<file path="src/rtl/gray_pos_decoder_pkg.sv">
// Shared definitions for Gray-code receive blocks: FSM state encodings,
// error-counter width/saturation and the synchronizer fill count.
package gray_pos_decoder_pkg;

  typedef enum logic [1:0] {
    ST_SYNC  = 2'd0,
    ST_PRIME = 2'd1,
    ST_TRACK = 2'd2
  } gray_state_e;

  localparam int                   ERR_CNT_W   = 8;
  localparam logic [ERR_CNT_W-1:0] ERR_CNT_MAX = 8'hFF;

  // Down-counter reload: terminal count reached after two edges in SYNC.
  localparam logic [1:0] SYNC_RELOAD = 2'd1;

  function automatic logic [ERR_CNT_W-1:0] err_cnt_inc(input logic [ERR_CNT_W-1:0] v);
    return (v == ERR_CNT_MAX) ? v : v + 1'b1;
  endfunction

endpackage

</file>
<file path="src/rtl/gray_pos_decoder_gray2bin.sv">
// Pure combinational Gray-to-binary conversion of a NUM_PIN+1 bit bus.
module gray2bin #(
  parameter int NUM_PIN = 3
) (
  input  logic [NUM_PIN:0] gray,
  output logic [NUM_PIN:0] bin
);

  function automatic logic [NUM_PIN:0] g2b(input logic [NUM_PIN:0] g);
    logic [NUM_PIN:0] b;
    b          = '0;
    b[NUM_PIN] = g[NUM_PIN];
    for (int i = NUM_PIN - 1; i >= 0; i--) begin
      b[i] = b[i+1] ^ g[i];
    end
    return b;
  endfunction

  always_comb begin
    bin = g2b(gray);
  end

endmodule

</file>
<file path="src/rtl/gray_pos_decoder.sv">
// Synchronizes an asynchronous Gray bus, decodes it and tracks a signed
// position from legal +/-1 code steps; illegal jumps are flagged and counted.
//
// state    | meaning
// ---------+-----------------------------------------------------------
// ST_SYNC  | after reset, let the two synchronizer flops fill
// ST_PRIME | take the first decoded value as baseline, no step reported
// ST_TRACK | compare each decoded value against the baseline
module gray_pos_decoder
  import gray_pos_decoder_pkg::*;
#(
  parameter int NUM_PIN = 3,
  parameter int POS_W   = 16
) (
  input  logic                 CLK,
  input  logic                 RST_N,
  input  logic [NUM_PIN:0]     GRAY_IN,
  input  logic                 CLR,
  input  logic                 ERR_CLR,
  output logic [NUM_PIN:0]     BIN_OUT,
  output logic [POS_W-1:0]     POS,
  output logic                 STEP,
  output logic                 DIR,
  output logic                 ERR,
  output logic [ERR_CNT_W-1:0] ERR_CNT,
  output logic                 READY
);

  localparam int W = NUM_PIN + 1;

  logic [W-1:0]         s1_q, s2_q;
  gray_state_e          state_q, state_d;
  logic [1:0]           sync_cnt_q, sync_cnt_d;
  logic [W-1:0]         bin_q, bin_d;
  logic [POS_W-1:0]     pos_q, pos_d;
  logic                 step_q, step_d;
  logic                 dir_q, dir_d;
  logic                 err_q, err_d;
  logic [ERR_CNT_W-1:0] err_cnt_q, err_cnt_d;
  logic                 ready_q, ready_d;

  logic [W-1:0] bin_s2;
  logic [W-1:0] delta;
  logic         in_track, is_up, is_dn, is_bad;

  gray2bin #(.NUM_PIN(NUM_PIN)) u_gray2bin (
    .gray (s2_q),
    .bin  (bin_s2)
  );

  // Modular difference makes the max->0 and 0->max wraps legal steps.
  always_comb begin
    delta    = bin_s2 - bin_q;
    in_track = (state_q == ST_TRACK);
    is_up    = in_track && (delta == W'(1));
    is_dn    = in_track && (delta == '1);
    is_bad   = in_track && (delta != '0) && !is_up && !is_dn;
  end

  always_comb begin
    state_d    = state_q;
    sync_cnt_d = sync_cnt_q;
    bin_d      = bin_q;
    pos_d      = pos_q;
    step_d     = 1'b0;
    dir_d      = dir_q;
    err_d      = err_q;
    err_cnt_d  = err_cnt_q;

    case (state_q)
      ST_SYNC: begin
        if (sync_cnt_q == 2'd0) state_d = ST_PRIME;
        else                    sync_cnt_d = sync_cnt_q - 2'd1;
      end
      ST_PRIME: begin
        bin_d   = bin_s2;
        state_d = ST_TRACK;
      end
      ST_TRACK: begin
        if (is_up || is_dn) begin
          bin_d  = bin_s2;
          step_d = 1'b1;
          dir_d  = is_up;
          pos_d  = is_up ? pos_q + POS_W'(1) : pos_q - POS_W'(1);
        end else if (is_bad) begin
          bin_d = bin_s2;
        end
      end
      default: state_d = ST_SYNC;
    endcase

    ready_d = (state_d == ST_TRACK);

    if (CLR) pos_d = '0;

    // A fresh error in the same cycle as ERR_CLR still registers once.
    if (is_bad) begin
      err_d     = 1'b1;
      err_cnt_d = ERR_CLR ? ERR_CNT_W'(1) : err_cnt_inc(err_cnt_q);
    end else if (ERR_CLR) begin
      err_d     = 1'b0;
      err_cnt_d = '0;
    end
  end

  always_ff @(posedge CLK or negedge RST_N) begin
    if (!RST_N) begin
      s1_q       <= '0;
      s2_q       <= '0;
      state_q    <= ST_SYNC;
      sync_cnt_q <= SYNC_RELOAD;
      bin_q      <= '0;
      pos_q      <= '0;
      step_q     <= 1'b0;
      dir_q      <= 1'b0;
      err_q      <= 1'b0;
      err_cnt_q  <= '0;
      ready_q    <= 1'b0;
    end else begin
      s1_q       <= GRAY_IN;
      s2_q       <= s1_q;
      state_q    <= state_d;
      sync_cnt_q <= sync_cnt_d;
      bin_q      <= bin_d;
      pos_q      <= pos_d;
      step_q     <= step_d;
      dir_q      <= dir_d;
      err_q      <= err_d;
      err_cnt_q  <= err_cnt_d;
      ready_q    <= ready_d;
    end
  end

  assign BIN_OUT = bin_q;
  assign POS     = pos_q;
  assign STEP    = step_q;
  assign DIR     = dir_q;
  assign ERR     = err_q;
  assign ERR_CNT = err_cnt_q;
  assign READY   = ready_q;

endmodule

</file>
<file path="config.mk">
export PLATFORM = sky130hd
export DESIGN_NAME = gray_pos_decoder
export DESIGN_NICKNAME = d
export VERILOG_FILES = /design/src/rtl/gray_pos_decoder_pkg.sv /design/src/rtl/gray_pos_decoder_gray2bin.sv /design/src/rtl/gray_pos_decoder.sv
export SDC_FILE = /design/constraint.sdc
export NUM_CORES = 1
export LEC_CHECK = 0
export ABC_AREA = 1
export CORE_MARGIN = 10
export CORE_UTILIZATION = 59
export CTS_BUF_LIST = sky130_fd_sc_hd__clkbuf_16
export CTS_CLUSTER_SIZE = 8
export DETAILED_ROUTE_END_ITERATION = 8
export PLACE_DENSITY = 0.89
export SYNTH_ARGS = -nofsm -noshare
export SYNTH_HDL_FRONTEND = slang
export SYNTH_SLANG_ARGS = --single-unit
</file>
<file path="constraint.sdc">
create_clock -name CLK -period 8.74 [get_ports CLK]
set_clock_uncertainty 0.1 [all_clocks]
set_input_delay 1.311 -clock CLK [delete_from_list [all_inputs] [get_ports CLK]]
set_output_delay 1.311 -clock CLK [all_outputs]
set_load 0.1 [all_outputs]
</file>
==> reports/summary.txt <==
library cells used by synthesis - 34
multi-input combinational cell area - 1600 sq um
Buf/Inv on CP - 3
Synth area leader - dfrtp_1
Resize count post-CTS - 0
TritonCTS Buffers - 5
mean post-synth cell area - 7.98 sq um
asr flop ratio synth - 100%
reg2reg end - POS[9]
top post-synthesis cells by count - nand2_1 (108), dfrtp_1 (43), inv_1 (36)
Crit. End Element - register
H-tree Lvls - 2
area growth from synthesis to layout - 21.6%
Die ar. - 8060 sq um
ant diodes - 0
Tmin final - 4590 ps
post-synth top area share - 37.4%
actual slew at the worst max-slew pin - 993 ps
Post-synth EDFFs - 0
Reg clk slew, reported paths - 60 ps
wire length per cell - 14.0 um
final setup fails - 0
critical setup path kind - reg -> reg
RSZ-0062 raised after global routing - false
Worst Hold Depth - 0
number of stages on the worst setup path - 20
Starting DRT DRC Count - 215
Worst Reg-to-Reg Cells - 20
worst-path maximum fanout - 21
share of the yosys chip area belonging to registers - 38.4%
Critical R2R Launch - s2_q[3]
initial antenna violation count - 0
CP max stage cell - ha_1
hold buffer count at CTS - 0
clk_lat worst skew - 290 ps
vias - 2556
CP most frequent cell - nand2_1
Worst Path Arrival - 4670 ps
Die Y - 89.8 um
# rows - 25
Critical Path Start Type - register
Register Area - 1100 sq um
syn_nets - 394
status - completed
largest net degree at the start of global routing - 45
Antenna Nets Post-Route - 0
ratio of cells with drive above 1 in the final layout - 8.64%
RePlAce Congestion - 0.917
fill count - 357
Total GRT Usage - 16.8%
Post-Syn Instances - 360
Post-DP Area - 3330 sq um
Port Buf Inserts - 39
setup_tns - 0 ps
drt first pass iters - 4
Die X-Extent - 89.8 um
synthesized cell area - 2870 sq um
CP Data Required Time - 8820 ps
Area contributors post-synth - dfrtp_1 (37%), nand2_1 (14%), ha_1 (10%), nand3_1 (5.7%), inv_1 (4.7%)
final wirelength - 6.59 mm
DP HPWL - 4.79 mm
Critical Path Max Stage Delay - 570 ps
via/cell ratio - 5.42
final instance area - 3500 sq um
Hold Path Class - reg -> reg
most numerous cell in the Yosys netlist - nand2_1
Post-CTS Setup Bufs - 0
Rel. slew slack - 33.6%
CTS tree - yes
I/O pin cnt - 40
Finished Core Util - 74.0%
Ys Warns - 0
first-pass GRT wire length - 11.6 mm
crit-path leading delay family - simple AND/OR/NAND/NOR gates
main flop type after synthesis - dfrtp_1
maxcap violations - 0
vias in the first global route - 2523
Sink Count - 44
GR Overflow Total - 0
DRC - 0
Final Max Slew Viols - 0
clk buf depth - 2
register bit count reported by yosys - 44
Layout Nets - 438
final hold vios - 0
Final Cycle Share - 52.5%
FMAX - 218 MHz
CP Cell Sequence - xor2_2 -> xor2_2 -> inv_2 -> nand2_2 -> nand2_2 -> ha_1 -> fa_1 -> inv_1 -> nor3_1 -> nand3_2 -> ha_1 -> nor2_1 -> a21oi_1 -> inv_1 -> o21bai_1 -> nand2_1 -> nand2_1 -> nand2_1 -> nand3_1 -> nand2_1
clk root buf - clkbuf_16
reg2reg setup slack - 4150 ps
initial core utilization - 60.8%
core area - 4720 sq um
Hold Path End - s2_q[0]
hold path startpoint - s1_q[0]
stage by stage:
step / setup WS [ps] / hold slack [ps] / std cells
3_3_place_gp: 4550 / 232 / 464
5_1_grt: 3800 / 253 / 472
2_1_floorplan: 4800 / 231 / 360
3_5_place_dp: 4220 / 236 / 464
6_report: 4150 / 247 / 472
4_1_cts: 4200 / 250 / 472
worst max-delay path by stage:
stage	from	endpoint	slack, ps
6_report	s2_q[3]	POS[9]	4150
5_1_grt	s2_q[3]	POS[9]	3800
4_1_cts	s2_q[3]	POS[13]	4200
3_5_place_dp	s2_q[3]	POS[13]	4220
3_3_place_gp	s2_q[3]	POS[13]	4550
2_1_floorplan	s2_q[3]	POS[9]	4800
per-layer routing:
layer / part of all wire, % / track usage [%]
met1: 42 / 19.7
met2: 50 / 28.5
met3: 5.9 / 4.49
met4: 1.9 / 6.06
met5: 0 / 0
kinds of logic (layout without fill, tap and decap cells):
| kind of cell | Yosys count | after routing | synth area share [%] |
|---|---|---|---|
| XOR/XNOR | 16 | 16 | 5.66 |
| AND/OR/NAND/NOR | 197 | 197 | 31.8 |
| flip-flops | 44 | 44 | 38.4 |
| AO/OA/AOI/OAI | 34 | 34 | 6.40 |
| adder cells (fa/ha/maj) | 26 | 26 | 11.8 |
| buffers and inverters | 43 | 88 | 5.92 |
flip-flops by register name, indices dropped and copies added (netlist names):
register	cells
ERR	1
DIR	1
ERR_CNT	8
s1_q	4
READY	1
POS	16
sync_cnt_q	2
STEP	1
BIN_OUT	4
state_q	2
s2_q	4
cell usage in the layout (no fill, tap or decap), types with 2 or more instances in the layout:
cell type and instances:
a21oi_1 15, clkbuf_16 5, clkdlybuf4s50_1 38, dfrtp_1 43, fa_1 2, ha_1 24, inv_1 36, inv_2 4
nand2_1 108, nand2_2 6, nand2_4 2, nand3_1 33, nand3_2 5, nand3b_1 4, nand4_1 8, nor2_1 22
nor3_1 3, o21ai_0 12, o21ai_1 2, o21bai_1 2, xnor2_1 6, xor2_1 7, xor2_2 3
layout make-up:
type	count	share of cell area, %
inverter	41	4.44
sequential	44	31.5
clock buffer	5	3.58
multi-input combinational	273	45.8
clock inverter	3	1.22
tap	67	2.40
timing repair buffer	39	11.0
Power is not shown: default switching activity piles up to over one toggle a cycle in this logic, so the estimate is an artifact.
